===== config.mk =====
export PLATFORM = sky130hd
export DESIGN_NAME = ram_param
export DESIGN_NICKNAME = d
export VERILOG_FILES = /design/src/rtl/ram_pkg.sv /design/src/rtl/ram_clear_seq.sv /design/src/rtl/ram_param.sv
export SDC_FILE = /design/constraint.sdc
export NUM_CORES = 1
export LEC_CHECK = 0
export ABC_AREA = 1
export CAP_MARGIN = 30
export CORE_UTILIZATION = 39
export CTS_CLUSTER_DIAMETER = 30
export CTS_CLUSTER_SIZE = 16
export DETAILED_ROUTE_END_ITERATION = 8
export PLACE_DENSITY = 0.63
export SKIP_LAST_GASP = 1
export SYNTH_ARGS = -nofsm -noshare
export SYNTH_HDL_FRONTEND = slang
export SYNTH_SLANG_ARGS = --single-unit

===== constraint.sdc =====
create_clock -name clk -period 5.95 [get_ports clk]
set_clock_uncertainty 0.15 [all_clocks]
set_input_delay 1.19 -clock clk [delete_from_list [all_inputs] [get_ports clk]]
set_output_delay 1.19 -clock clk [all_outputs]
set_load 0.005 [all_outputs]

===== src/rtl/ram_pkg.sv =====
`default_nettype none
// ============================================================================
//  Module      : ram_pkg (package)
//  Description : Shared definitions for the parametrised register RAM:
//                clear-sequencer state encoding, depth and byte-lane helpers.
//  Revision    : 1.0 - initial release
// ============================================================================
package ram_pkg;

   // Clear sequencer state: CLEAR zero-fills the array, IDLE serves user traffic.
   typedef enum logic [0:0] {
      CLEAR = 1'b0,
      IDLE  = 1'b1
   } clr_state_e;

   // Number of words addressed by an addr_w-bit address.
   function automatic int depth_of(input int addr_w);
      return 1 << addr_w;
   endfunction

   // Number of byte lanes covering a width-bit word (last lane may be partial).
   function automatic int lanes_of(input int width);
      return (width + 7) / 8;
   endfunction

endpackage : ram_pkg
`default_nettype wire


===== src/rtl/ram_clear_seq.sv =====
`default_nettype none
// ============================================================================
//  Module      : ram_clear_seq
//  Description : Zero-fill sequencer for ram_param. Walks clr_addr through
//                0..DEPTH-1 after reset release or an accepted clear_req,
//                asserting clr_we for one word per clock.
//  Ports       : clk, reset      - clock / synchronous active-high reset
//                clear_req       - request a zero-fill (accepted in IDLE only)
//                busy            - high while in CLEAR (including during reset)
//                clr_we          - write strobe for the zero-fill
//                clr_addr        - word being zeroed this cycle
//  Revision    : 1.0 - initial release
// ============================================================================
module ram_clear_seq
   import ram_pkg::*;
#(
   parameter int ADDR_W = 3
) (
   input  logic              clk,
   input  logic              reset,
   input  logic              clear_req,
   output logic              busy,
   output logic              clr_we,
   output logic [ADDR_W-1:0] clr_addr
);

   localparam logic [ADDR_W-1:0] LAST_ADDR = ADDR_W'(depth_of(ADDR_W) - 1);

   clr_state_e        state_q, state_d;
   logic [ADDR_W-1:0] clr_addr_q, clr_addr_d;

   always_comb begin
      state_d    = state_q;
      clr_addr_d = clr_addr_q;
      case (state_q)
         CLEAR: begin
            // Terminal compare on the last word; the increment wraps to 0
            // harmlessly because the state leaves CLEAR on the same edge.
            clr_addr_d = clr_addr_q + ADDR_W'(1);
            if (clr_addr_q == LAST_ADDR) begin
               state_d = IDLE;
            end
         end
         IDLE: begin
            if (clear_req) begin
               state_d    = CLEAR;
               clr_addr_d = '0;
            end
         end
         default: begin
            state_d    = CLEAR;
            clr_addr_d = '0;
         end
      endcase
   end

   always_ff @(posedge clk) begin
      if (reset) begin
         state_q    <= CLEAR;
         clr_addr_q <= '0;
      end else begin
         state_q    <= state_d;
         clr_addr_q <= clr_addr_d;
      end
   end

   assign busy     = (state_q == CLEAR);
   // No array writes while reset is held; the walk restarts from 0 on release.
   assign clr_we   = (state_q == CLEAR) && !reset;
   assign clr_addr = clr_addr_q;

endmodule : ram_clear_seq
`default_nettype wire


===== src/rtl/ram_param.sv =====
`default_nettype none
// ============================================================================
//  Module      : ram_param
//  Description : Parametrised register RAM, 2^ADDR_W words of WIDTH bits.
//                One synchronous write port, two combinational read ports
//                (no write-through bypass), hardware zero-fill after reset or
//                on clear_req. Reads return 0 while the clear is running.
//  Ports       : clk, reset      - clock / synchronous active-high reset
//                in, address, load - write data / address (also port-A read
//                                  address) / write enable
//                addr_b          - port-B read address
//                clear_req       - request zero-fill (wins over a same-cycle write)
//                wmask           - byte-lane write mask (RAM_PARAM_LANE_MASK_EN only)
//                out, out_b      - port-A / port-B read data
//                busy            - clear in progress, user writes ignored
//  Options     : `define RAM_PARAM_LANE_MASK_EN adds the wmask port.
//  Revision    : 1.0 - initial release
// ============================================================================
module ram_param
   import ram_pkg::*;
#(
   parameter int WIDTH  = 16,
   parameter int ADDR_W = 3
) (
   input  logic                       clk,
   input  logic                       reset,
   input  logic [WIDTH-1:0]           in,
   input  logic [ADDR_W-1:0]          address,
   input  logic                       load,
   input  logic [ADDR_W-1:0]          addr_b,
   input  logic                       clear_req,
`ifdef RAM_PARAM_LANE_MASK_EN
   input  logic [lanes_of(WIDTH)-1:0] wmask,
`endif
   output logic [WIDTH-1:0]           out,
   output logic [WIDTH-1:0]           out_b,
   output logic                       busy
);

   localparam int DEPTH = depth_of(ADDR_W);
   localparam int LANES = lanes_of(WIDTH);

   // Storage is deliberately not reset; the sequencer zero-fills it.
   logic [WIDTH-1:0]  mem_q [DEPTH];

   logic              w_busy;
   logic              w_clr_we;
   logic [ADDR_W-1:0] w_clr_addr;
   logic [WIDTH-1:0]  w_user_bits;
   logic              w_we;
   logic [ADDR_W-1:0] w_waddr;
   logic [WIDTH-1:0]  w_wdata;
   logic [WIDTH-1:0]  w_wbits;

   ram_clear_seq #(
      .ADDR_W (ADDR_W)
   ) u_clear_seq (
      .clk       (clk),
      .reset     (reset),
      .clear_req (clear_req),
      .busy      (w_busy),
      .clr_we    (w_clr_we),
      .clr_addr  (w_clr_addr)
   );

`ifdef RAM_PARAM_LANE_MASK_EN
   // Bit-level write enables from the byte-lane mask; bits beyond the last
   // full lane follow the top mask bit.
   for (genvar i = 0; i < WIDTH; i++) begin : g_bit
      localparam int LANE = ((i / 8) < (LANES - 1)) ? (i / 8) : (LANES - 1);
      assign w_user_bits[i] = wmask[LANE];
   end
`else
   assign w_user_bits = '1;
`endif

   // Sequencer zero-fill takes the port while clearing; a user write is only
   // accepted in IDLE and is dropped when clear_req arrives in the same cycle.
   always_comb begin
      w_we    = 1'b0;
      w_waddr = address;
      w_wdata = in;
      w_wbits = w_user_bits;
      if (w_clr_we) begin
         w_we    = 1'b1;
         w_waddr = w_clr_addr;
         w_wdata = '0;
         w_wbits = '1;
      end else if (!w_busy && !reset && !clear_req && load) begin
         w_we    = 1'b1;
      end
   end

   always_ff @(posedge clk) begin
      if (w_we) begin
         mem_q[w_waddr] <= (mem_q[w_waddr] & ~w_wbits) | (w_wdata & w_wbits);
      end
   end

   assign out   = w_busy ? '0 : mem_q[address];
   assign out_b = w_busy ? '0 : mem_q[addr_b];
   assign busy  = w_busy;

endmodule : ram_param
`default_nettype wire

Yosys cells after proc, flatten, opt, wreduce, memory -nomap -nowiden. Memories as Yosys holds them, arrays and structs flattened. Index checks and enable logic that the tools add are counted.

$add $sub $neg: 1. Eq/ne operators: 2. Muxes and demuxes: 13. Bitwise gates (word level): 1. Reductions and logical operators: 6.

Operators by type and width (count): 2-to-1 mux 16 bit (3); 2-to-1 mux 1 bit (6); 2-to-1 mux 3 bit (2); one-hot mux 3 bit (2 select lines) (1); logical AND 1 bit (4); adder 3 x 1 -> 3 bit, second input constant (1); == test 3 bit, second input constant (1); zero test 1 bit (2); != test 2 bit, second input constant (1); one-hot mux 1 bit (2 select lines) (1); inverter 1 bit (1).

Register bits: 4. RAM bits: 128. Input bits: 26. Output and inout bits: 33. Word-level logic and storage cells: 26. Memories: 1.

Memory list: mem_q (words 8, width 16, read ports 2, clocked after memory_dff 0, write ports 1, line ram_param.sv:44) `logic [WIDTH-1:0] mem_q [DEPTH];`.

Longest topological paths before layout.
Depth in word-level cells: 8. Depth in mapped cells: 8. Mapped depth without buffers: 6.

Modules after synthesis. From an unflattened synthesis, not the netlist that was laid out.

Cell total of the unflattened synthesis: 939. Area total of the unflattened synthesis: 7288.2 um^2.

By module, submodules not included: ram_param (instances 1, cells an instance 915, area an instance 7099.3 um^2); ram_clear_seq (instances 1, cells an instance 24, area an instance 188.9 um^2).

Worst setup path after synthesis. No wires, ideal clock.

Kind: input port to output port. Start: input port addr_b[1]. End: output port out_b[11]. Arrival: 1863 ps. Required time: 4610 ps. Slack: 2747 ps. Cell stages on the path: 7. Cells stage by stage: buf_6 -> inv_1 -> buf_6 -> nand3_1 -> nand3_1 -> nand2_1 -> nor2_1.

Longest elaborated chain between the ends: 2.

Ends and longest elaborated chain: start, declared (line ram_param.sv:30) `input logic [ADDR_W-1:0] addr_b,`; memory read (8 x 16 bit); 2-to-1 mux 16 bit (line ram_param.sv:101) `assign out_b = w_busy ? '0 : mem_q[addr_b];`; end, declared (line ram_param.sv:36) `output logic [WIDTH-1:0] out_b,`.

Every way passes these cells.

Worst setup path after layout.
Start: input port address[1]. End: output port out[7].

Longest elaborated chain between the ends: 2.

Ends and longest elaborated chain: start, declared (line ram_param.sv:28) `input logic [ADDR_W-1:0] address,`; memory read (8 x 16 bit); 2-to-1 mux 16 bit (line ram_param.sv:100) `assign out = w_busy ? '0 : mem_q[address];`; end, declared (line ram_param.sv:35) `output logic [WIDTH-1:0] out,`.

Every way passes these cells.

==> flow_summary.ini <==
[clock_network]
clock-sinks = 132
post_cts_resized = 0
cts_tree = done
root_buffer = clkbuf_16
post_cts_buffers = 0
clock_path_buffers = 2
clk_pin_slew_worst_paths_ns = 0.05
clock_latency_ns = 0.42
cts_hold_buf = 0
htreeDepth = 4
numCtsBuffers = 17

[worst_setup_path]
crit_arrival_ns = 3.24
path_cells = clkdlybuf4s50_1 > inv_2 > nand3_1 > nand3_1 > nand2_1 > nor2_1 > clkdlybuf4s50_1
cp_slowest_cell = inv_2
r2r-start = u_clear_seq.state_q
critPathTopFamily = buffers and inverters
worstSetupPathType = primary input to output pin
critical_path.max_fanout = 32
crit_path_start_kind = primary input
end_kind = output pin
critPathBufInv = 3
crit_path_max_incr_delay_ns = 0.58
worstPathRequired_ns = 4.61
crit_start = address[1]

[synthesis]
ys_seq_area_frac = 0.534
yosysWarnings = 0
avgSynthCellArea_sq_um = 7.84
ys_top_cells_by_area = edfxtp_1, nand2_1, nand3_1, inv_1, nor2_1
netlist_instances = 937
syn_area_sq_mm = 0.00734
syn_nets = 965
synth_top_area_cell = edfxtp_1
ys_ff_latch = 132
yosysTopAreaCellShare = 0.523
ys_types = 16

[min_path]
min_path_type = flip-flop to flip-flop
hp-start = u_clear_seq.clr_addr[1]

[power_and_ir_drop]
p_per_area_mw_per_mm2 = 274
leakage_uw = 0.00394
ir_drop_mv = 0.211

[final_layout]
final_layout_size_suffix_gt1_frac = 0.0594
syn_to_final_growth_pct = 17.4
n_fill_cell = 1725
layout.cells.non_filler = 1222
fin_nets = 1008
antenna_cells = 0

[flow_run]
drv_cap = 0

[global_route]
antenna_found_initial = 0
grt_max_degree = 65
busiest_layer = met2
use_met3 = 0.0392
use_met2 = 0.334
grt-ovfl-total = 0
grt_usage = 0.205
grt_pass1_wl_mm = 30.1
use_met1 = 0.275
first_global_vias = 5614

[detailed_routing]
wl_per_cell_um = 15.6
drc = 4
drt-total-wl_mm = 19.0
vias_per_cell = 4.94
drt_iter0_markers = 452
ant_nets = 0
dr.pass1.iters = 7
vias = 6041

[placement]
placed_cells = 1190
dp_hpwl_mm = 10.7
io_buffers = 58
routabilityCongestion = 0.768

[timing]
finalCritPeriodShare = 0.769
finalHoldViolations = 0
rsz0062_at_grt = false
period_minus_slack_ns = 4.58
finalSetupTns_ns = 0
setup_viol = 0
relSlewSlack = 0.487
drv_slew = 0
worstMarginPinSlew_ns = 0.769
fmax_mhz = 219

[floorplanning]
die_w_um = 139
die-area_sq_mm = 0.0194
fp.coreArea_sq_mm = 0.0182
start_util = 0.403
num_rows = 49
die_y_um = 139
ios = 59

[status]
violations = design-rule violations
status = complete, but fails checks
## cells in the mapped netlist
cell type	instances
nor2_2	1
buf_4	17
buf_1	2
buf_2	19
o21ai_0	5
nand3_1	162
nand2_1	336
dfxtp_1	4
ha_1	2
buf_6	10
edfxtp_1	128
nor2_4	1
inv_2	3
inv_1	153
nor2_1	88
clkbuf_1	6
## logic make-up after synthesis
group / share of synthesized area
buf+inv: 0.129
compound gates: 0.00341
simple gates: 0.329
flops: 0.534
fa+ha+maj: 0.00341
## registers in the layout (all words and copies together), names as in the netlist
register / flops
u_clear_seq.clr_addr: 3
mem_q: 128
u_clear_seq.state_q: 1
## metrics by stage
step / setup WS [ns] / total power [uW] / instance area, sq um / util / hold slack (ns)
final: 1.37 / 2360 / 8620 / 0.473 / 0.348
after floorplan: 2.75 / 1250 / 7340 / - / 0.316
after global placement: 1.36 / 1310 / 8010 / 0.440 / 0.339
after CTS: 1.36 / 2370 / 8620 / 0.473 / 0.349
after global routing: 1.26 / 2440 / 8620 / 0.473 / 0.378
after detailed placement: 1.36 / 1310 / 8010 / 0.440 / 0.337
## where the power goes
| part | leakage, uW | switching, uW | internal, uW |
|---|---|---|---|
| Sequential | 0.00121 | 6.07 | 1050 |
| Clock | 0.000283 | 404 | 660 |
| Combinational | 0.00244 | 163 | 74.2 |
## area by class of cell
type                    instances  area (sq um)  area share
multi-input cells             595          2470       0.287
repair buffers                 78           746      0.0865
flip-flops and latches        132          3920       0.455
well taps                     229           287      0.0332
clock inverters                15           181      0.0210
clock buffers                  17           425      0.0493
inverters                     156           586      0.0679
## tightest hold or removal path, cell delays in order, from the launching register on
cell and delay, ns:
dfxtp_1 0.31, inv_1 0.06, o21ai_0 0.08
## final timing paths
path | to | slack [ns] | cells after the start
max | out[7] | 1.37 | 7
min | u_clear_seq.clr_addr[1] | 0.35 | 2
max reg2reg | mem_q[6][0] | 3.25 | 6
min reg2reg | u_clear_seq.clr_addr[1] | 0.35 | 2
## per-layer routing
layer  wire [um]  up-vias
met1        8300     2766
met3        1310       27
met2        9130      243
li1            -     3005
met4         296        0
met5           0        -
## cell usage in the layout, fill, tap and decap left out
cell type,n
nand3_1,162
nand2_1,336
clkbuf_16,17
edfxtp_1,128
clkinv_1,1
buf_12,2
clkinv_4,4
buf_2,2
bufinv_16,3
inv_2,3
buf_4,18
inv_1,153
o21ai_0,5
dfxtp_1,4
ha_1,2
nor2_4,1
inv_6,2
clkinvlp_4,4
nor2_1,87
nor2_2,2
clkinv_2,1
clkdlybuf4s50_1,56
No activity file was read; power rests on OpenSTA's default activity.
